**src/rtl/branch_backup_ctrl.sv**
```systemverilog
// Branch-backup FIFO sequencer: pushes the path opposite to each prediction,
// retires entries on correct resolution and redirects fetch on a mispredict.
module branch_backup_ctrl #(
  parameter int PC_W  = 11,
  parameter int DEPTH = 2,
  parameter int CNT_W = 8
) (
  input  logic             clk,
  input  logic             clear,
  input  logic             fetch_branch,
  input  logic             predict_taken,
  input  logic             resolve_valid,
  input  logic             resolve_taken,
  input  logic [PC_W-1:0]  fifo_p,
  output logic             fifo_push,
  output logic             fifo_pop,
  output logic             fifo_enable,
  output logic             fifo_select,
  output logic             fifo_clear,
  output logic             fetch_stall,
  output logic             redirect_valid,
  output logic [PC_W-1:0]  redirect_pc,
  output logic             flush,
  output logic             err_underflow,
  output logic [CNT_W-1:0] mispredict_cnt
);

  localparam int OCC_W = $clog2(DEPTH + 1);

  typedef enum logic {RUN, FLUSH} state_t;

  state_t           state_q, state_d;
  logic [OCC_W-1:0] count_q, count_d;
  logic [DEPTH-1:0] dir_q, dir_d;
  logic [PC_W-1:0]  redirect_pc_q, redirect_pc_d;
  logic             redirect_valid_q, redirect_valid_d;
  logic             err_q, err_d;
  logic [CNT_W-1:0] mcnt_q, mcnt_d;

  logic             full, empty, run, resolve_ok;
  logic             mispredict_now, correct_now, push_en;
  logic [OCC_W-1:0] tail;
  logic [DEPTH-1:0] dir_shift;

  function automatic logic [CNT_W-1:0] sat_inc(input logic [CNT_W-1:0] v);
    return (&v) ? v : v + CNT_W'(1);
  endfunction

  assign full           = (count_q == OCC_W'(DEPTH));
  assign empty          = (count_q == '0);
  assign run            = (state_q == RUN);
  assign resolve_ok     = run && resolve_valid && !empty;
  assign mispredict_now = resolve_ok && (resolve_taken != dir_q[0]);
  assign correct_now    = resolve_ok && (resolve_taken == dir_q[0]);
  // A branch fetched alongside a mispredict is on the wrong path: drop it.
  assign push_en        = run && fetch_branch && !full && !mispredict_now;

  always_comb begin
    state_d          = state_q;
    count_d          = count_q + OCC_W'(push_en) - OCC_W'(correct_now);
    redirect_pc_d    = redirect_pc_q;
    redirect_valid_d = redirect_valid_q;
    err_d            = err_q;
    mcnt_d           = mcnt_q;
    // Head is bit 0; a pop shifts before the new direction lands at the tail.
    dir_shift        = correct_now ? (dir_q >> 1) : dir_q;
    tail             = count_q - OCC_W'(correct_now);
    dir_d            = dir_shift;
    for (int i = 0; i < DEPTH; i++) begin
      if (push_en && (tail == OCC_W'(i))) dir_d[i] = predict_taken;
    end
    case (state_q)
      RUN: begin
        if (mispredict_now) begin
          state_d          = FLUSH;
          redirect_pc_d    = fifo_p;
          redirect_valid_d = 1'b1;
          mcnt_d           = sat_inc(mcnt_q);
        end
        if (resolve_valid && empty) err_d = 1'b1;
      end
      FLUSH: begin
        state_d          = RUN;
        count_d          = '0;
        dir_d            = '0;
        redirect_valid_d = 1'b0;
      end
      default: state_d = RUN;
    endcase
  end

  always_ff @(posedge clk or posedge clear) begin
    if (clear) begin
      state_q          <= RUN;
      count_q          <= '0;
      dir_q            <= '0;
      redirect_pc_q    <= '0;
      redirect_valid_q <= 1'b0;
      err_q            <= 1'b0;
      mcnt_q           <= '0;
    end else begin
      state_q          <= state_d;
      count_q          <= count_d;
      dir_q            <= dir_d;
      redirect_pc_q    <= redirect_pc_d;
      redirect_valid_q <= redirect_valid_d;
      err_q            <= err_d;
      mcnt_q           <= mcnt_d;
    end
  end

  // Input-driven strobes are masked while clear is held so the FIFO sees only the clear.
  always_comb begin
    fifo_enable    = !clear && fetch_branch;
    fifo_select    = !clear && predict_taken;
    fifo_push      = !clear && push_en;
    fifo_pop       = !clear && correct_now;
    fetch_stall    = !clear && fetch_branch && (full || (state_q == FLUSH));
    fifo_clear     = clear || (state_q == FLUSH);
    flush          = (state_q == FLUSH);
    redirect_valid = redirect_valid_q;
    redirect_pc    = redirect_pc_q;
    err_underflow  = err_q;
    mispredict_cnt = mcnt_q;
  end

endmodule
```
**config.mk**
```make
export PLATFORM = sky130hd
export DESIGN_NAME = branch_backup_ctrl
export DESIGN_NICKNAME = d
export VERILOG_FILES = /design/src/rtl/branch_backup_ctrl.sv
export SDC_FILE = /design/constraint.sdc
export NUM_CORES = 1
export LEC_CHECK = 0
export CORE_ASPECT_RATIO = 0.7
export CORE_MARGIN = 2
export CORE_UTILIZATION = 29
export DETAILED_ROUTE_END_ITERATION = 7
export GPL_ROUTABILITY_DRIVEN = 0
export PLACE_DENSITY = 0.54
export SYNTH_ARGS = -nofsm -noshare
export SYNTH_HDL_FRONTEND = slang
export SYNTH_SLANG_ARGS = --single-unit
```
**constraint.sdc**
```tcl
create_clock -name clk -period 5.25 [get_ports clk]
set_clock_uncertainty 0.05 [all_clocks]
set_input_delay 1.575 -clock clk [delete_from_list [all_inputs] [get_ports clk]]
set_output_delay 1.575 -clock clk [all_outputs]
set_load 0.02 [all_outputs]
```
==> results.sh <==
export IMPL_worst_path_cell_chain="clkdlybuf4s50_1 -> xnor2_1 -> nor3_4 -> nand3b_1 -> nor2_1 -> clkdlybuf4s50_1"
export IMPL_buffer_ports_inserted=44
export IMPL_combinationalPowerShare=0.515
export IMPL_max_cap_viol_count=0
export IMPL_number_of_buffer_and_inverter_instances_along_the_worst_setup_path=2
export IMPL_overflow=0
export IMPL_postSynthNetCount=123
export IMPL_grt_util_all_layers=0.111
export IMPL_std_cell_rows=20
export IMPL_crit_path_max_fanout=3
export IMPL_post_synth_cell_area_avg_um2=12.3
export IMPL_unique_masters_post_synth=33
export IMPL_area_growth_synth_to_final_pct=44.8
export IMPL_worst_path_dominant_cell_family="buffers and inverters"
export IMPL_post_detailed_route_via_to_cell_ratio=4.68
export IMPL_synthFlopType="sky130_fd_sc_hd__dfrtp_1"
export IMPL_async_reset_ff_frac=1.00
export IMPL_syn_cell_area_um2=1270
export IMPL_achievable_frequency_ghz=0.198
export IMPL_max_clock_path_buffers=2
export IMPL_internal_power_w=0.000616
export IMPL_seq_power_share=0.355
export IMPL_htree_levels=1
export IMPL_initial_antenna_violation_count=0
export IMPL_cts_repair_timing_setup_buffer_count=0
export IMPL_post_synth_top_area_fraction=0.513
export IMPL_route_antenna_remaining_nets=0
export IMPL_detailedPlacementHpwl_mm=1.93
export IMPL_floorplan_die_area_um2=4930
export IMPL_grt_start_max_net_pins=27
export IMPL_detailedRoute_firstIterationViolations=34
export IMPL_fin_hold_ws_ns=0.425
export IMPL_finalSetupViolCount=0
export IMPL_worst_skew_pair_late_latency_ns=0.27
export IMPL_cp_data_required_time_ns=3.63
export IMPL_p_leak_nw=0.759
export IMPL_swShare=0.383
export IMPL_multi_input_comb_area_um2=592
export IMPL_instances_no_fill=207
export IMPL_layout_min_cycle_time_ns=5.04
export IMPL_die_boundary_width_um=83.1
export IMPL_place_detailed_instances=203
export IMPL_fillCellCount=398
export IMPL_p_sw_w=0.000382
export IMPL_layout_area_seq_um2=651
export IMPL_totalPowerFinal_w=0.000998
export IMPL_crit_top_cell="sky130_fd_sc_hd__clkdlybuf4s50_1"
export IMPL_ios=45
export IMPL_cts_inserted_buffers=3
export IMPL_wirelength_mm=2.56
export IMPL_count_of_final_hold_check_violations=0
export IMPL_post_synth_main_area_contributors="sky130_fd_sc_hd__dfrtp_1 (51%), sky130_fd_sc_hd__mux2_2 (12%), sky130_fd_sc_hd__nor2b_1 (3.5%)"
export IMPL_post_route_cells_drive_above_1_share=0.178
export IMPL_final_min_period_over_clock_period=0.960
export IMPL_grt_first_pass_wirelength_mm=4.40
export IMPL_cts_root_buffer="sky130_fd_sc_hd__clkbuf_8"
export IMPL_class_of_the_most_critical_setup_path="in2out"
export IMPL_drt_pass1_iterations=4
export IMPL_clock_power_share=0.130
export IMPL_critical_path_endpoint_type="output port"
export IMPL_yosysWarnings=0
export IMPL_timing_final_max_slew_violations=0
export IMPL_grt_setup_unrepaired="false"
export IMPL_setup_tns_final_ns=0
export IMPL_hp_class="reg2reg"
export IMPL_synth_top_area_cell="sky130_fd_sc_hd__dfrtp_1"
export IMPL_sequential_area_share_after_synthesis=0.513
export IMPL_slew_limit_headroom=0.608
export IMPL_cts_num_sinks=26
export IMPL_wl_per_cell_um=12.4
export IMPL_placed_cell_area_um2=1780
export IMPL_synthCells=103
export IMPL_num_antenna_cells=0
export IMPL_worst_setup_path_start_kind="input port"
export IMPL_cts_tree="yes"
export IMPL_synth_enable_flop_cells=0
export IMPL_final_design_area_no_fill_um2=1840
export IMPL_die_height_um=59.3
export IMPL_critical_path_max_stage_delay_ns=0.60
export IMPL_clk_pin_slew_ns=0.09
export IMPL_design_final_nets=173
export IMPL_run_status="finished clean"
export IMPL_vdd_ir_drop_max_mv=0.237
export IMPL_post_cts_resized=0
export IMPL_max_slew_worst_pin_slew_ns=0.573
export IMPL_first_global_vias=948
export IMPL_initial_util=0.296
export IMPL_routed_via_count=968
export IMPL_cts_hold_fix_buffers=0
export IMPL_synth_seq_cells=26
export IMPL_drt_drc_violations_left=0
export IMPL_crit_arrival_ns=3.42
export IMPL_cellPowerDensity_nw_per_um2=543
export IMPL_design_core_area_um2=4280
export IMPL_crit_slowest_cell="sky130_fd_sc_hd__clkdlybuf4s50_1"
==> kinds of logic after synthesis <==
group                    Yosys count  synth area share
buffers and inverters              5            0.0207
flip-flops                        26             0.513
XOR/XNOR                           7            0.0543
adder cells (fa/ha/maj)            3            0.0296
multiplexers                      16             0.140
AO/OA/AOI/OAI                     13            0.0730
AND/OR/NAND/NOR                   33             0.170
==> power groups by stage <==
stage / Clock (W) / Sequential [W] / Combinational, W
2_1_floorplan: 0 / 0.000433 / 0.000230
3_3_place_gp: 0 / 0.000353 / 0.000516
3_5_place_dp: 0 / 0.000358 / 0.000518
4_1_cts: 0.000136 / 0.000356 / 0.000520
5_1_grt: 0.000142 / 0.000370 / 0.000557
6_report: 0.000129 / 0.000354 / 0.000514
==> layout make-up <==
type / instances / area share
sequential: 26 / 0.354
multi-input combinational: 72 / 0.322
timing repair buffer: 46 / 0.248
tap: 55 / 0.0375
clock buffer: 4 / 0.0300
inverter: 4 / 0.00817
==> registers in the layout, indices dropped and copies added, names as in the netlist <==
signal / cells
dir_q: 2
redirect_pc: 11
mispredict_cnt: 8
err_underflow: 1
flush: 1
count_q: 2
redirect_valid: 1
==> worst register-to-register path: cells and delay by family, from the launching register on <==
family / cells / cell delay (ns)
AND/OR/NAND/NOR: 3 / 0.76
flip-flops: 1 / 0.49
adder cells (fa/ha/maj): 2 / 0.45
XOR/XNOR: 2 / 0.32
buffers and inverters: 1 / 0.06
==> synthesized netlist by cell type, types with 2 or more instances <==
cell type                  instances
sky130_fd_sc_hd__a21oi_1           4
sky130_fd_sc_hd__xor2_1            3
sky130_fd_sc_hd__mux2i_1           2
sky130_fd_sc_hd__a21o_1            2
sky130_fd_sc_hd__a31oi_1           2
sky130_fd_sc_hd__xnor2_1           3
sky130_fd_sc_hd__inv_1             4
sky130_fd_sc_hd__dfrtp_1          26
sky130_fd_sc_hd__nor2_1            4
sky130_fd_sc_hd__mux2_2           13
sky130_fd_sc_hd__nand2_1           5
sky130_fd_sc_hd__nor2b_1           7
sky130_fd_sc_hd__nand3_1           5
sky130_fd_sc_hd__nand2b_1          2
sky130_fd_sc_hd__ha_1              3
==> through the flow <==
step,worst slack (ns),utilization
final,0.209,0.429
after global routing,0.110,0.429
after CTS,0.211,0.429
after detailed placement,0.211,0.416
after global placement,0.261,0.416
after floorplan,0.959,-
==> layout by cell type (no fill, tap or decap), types with 2 or more instances in the layout <==
cell                               n
sky130_fd_sc_hd__nand2b_1          2
sky130_fd_sc_hd__a21oi_1           4
sky130_fd_sc_hd__clkbuf_8          4
sky130_fd_sc_hd__dfrtp_1          26
sky130_fd_sc_hd__mux2_2           13
sky130_fd_sc_hd__buf_4             2
sky130_fd_sc_hd__xor2_1            3
sky130_fd_sc_hd__nor2b_1           7
sky130_fd_sc_hd__inv_1             4
sky130_fd_sc_hd__mux2i_1           2
sky130_fd_sc_hd__nand2_1           5
sky130_fd_sc_hd__a31oi_1           2
sky130_fd_sc_hd__nor2_1            4
sky130_fd_sc_hd__clkdlybuf4s50_1  44
sky130_fd_sc_hd__nand3_1           5
sky130_fd_sc_hd__a21o_1            2
sky130_fd_sc_hd__xnor2_1           3
sky130_fd_sc_hd__ha_1              3
==> per-layer routing <==
metal	track usage	wire length, µm
met1	0.137	1220
met2	0.183	1150
met3	0.0529	190
met4	0.0187	0
met5	0	0
==> final timing paths <==
path	endpoint	slack, ns	start	cells after the start
worst max register to register	count_q[1]	3.01	flush	8
worst max-delay path	fifo_push	0.21	resolve_taken	6
worst min register to register	err_underflow	0.43	err_underflow	1
min in group asynchronous	err_underflow	1.75	clear	3
max in group asynchronous	mispredict_cnt[1]	3.15	clear	3
worst min-delay path	err_underflow	0.43	err_underflow	1
(Power assumes the default switching activity.)
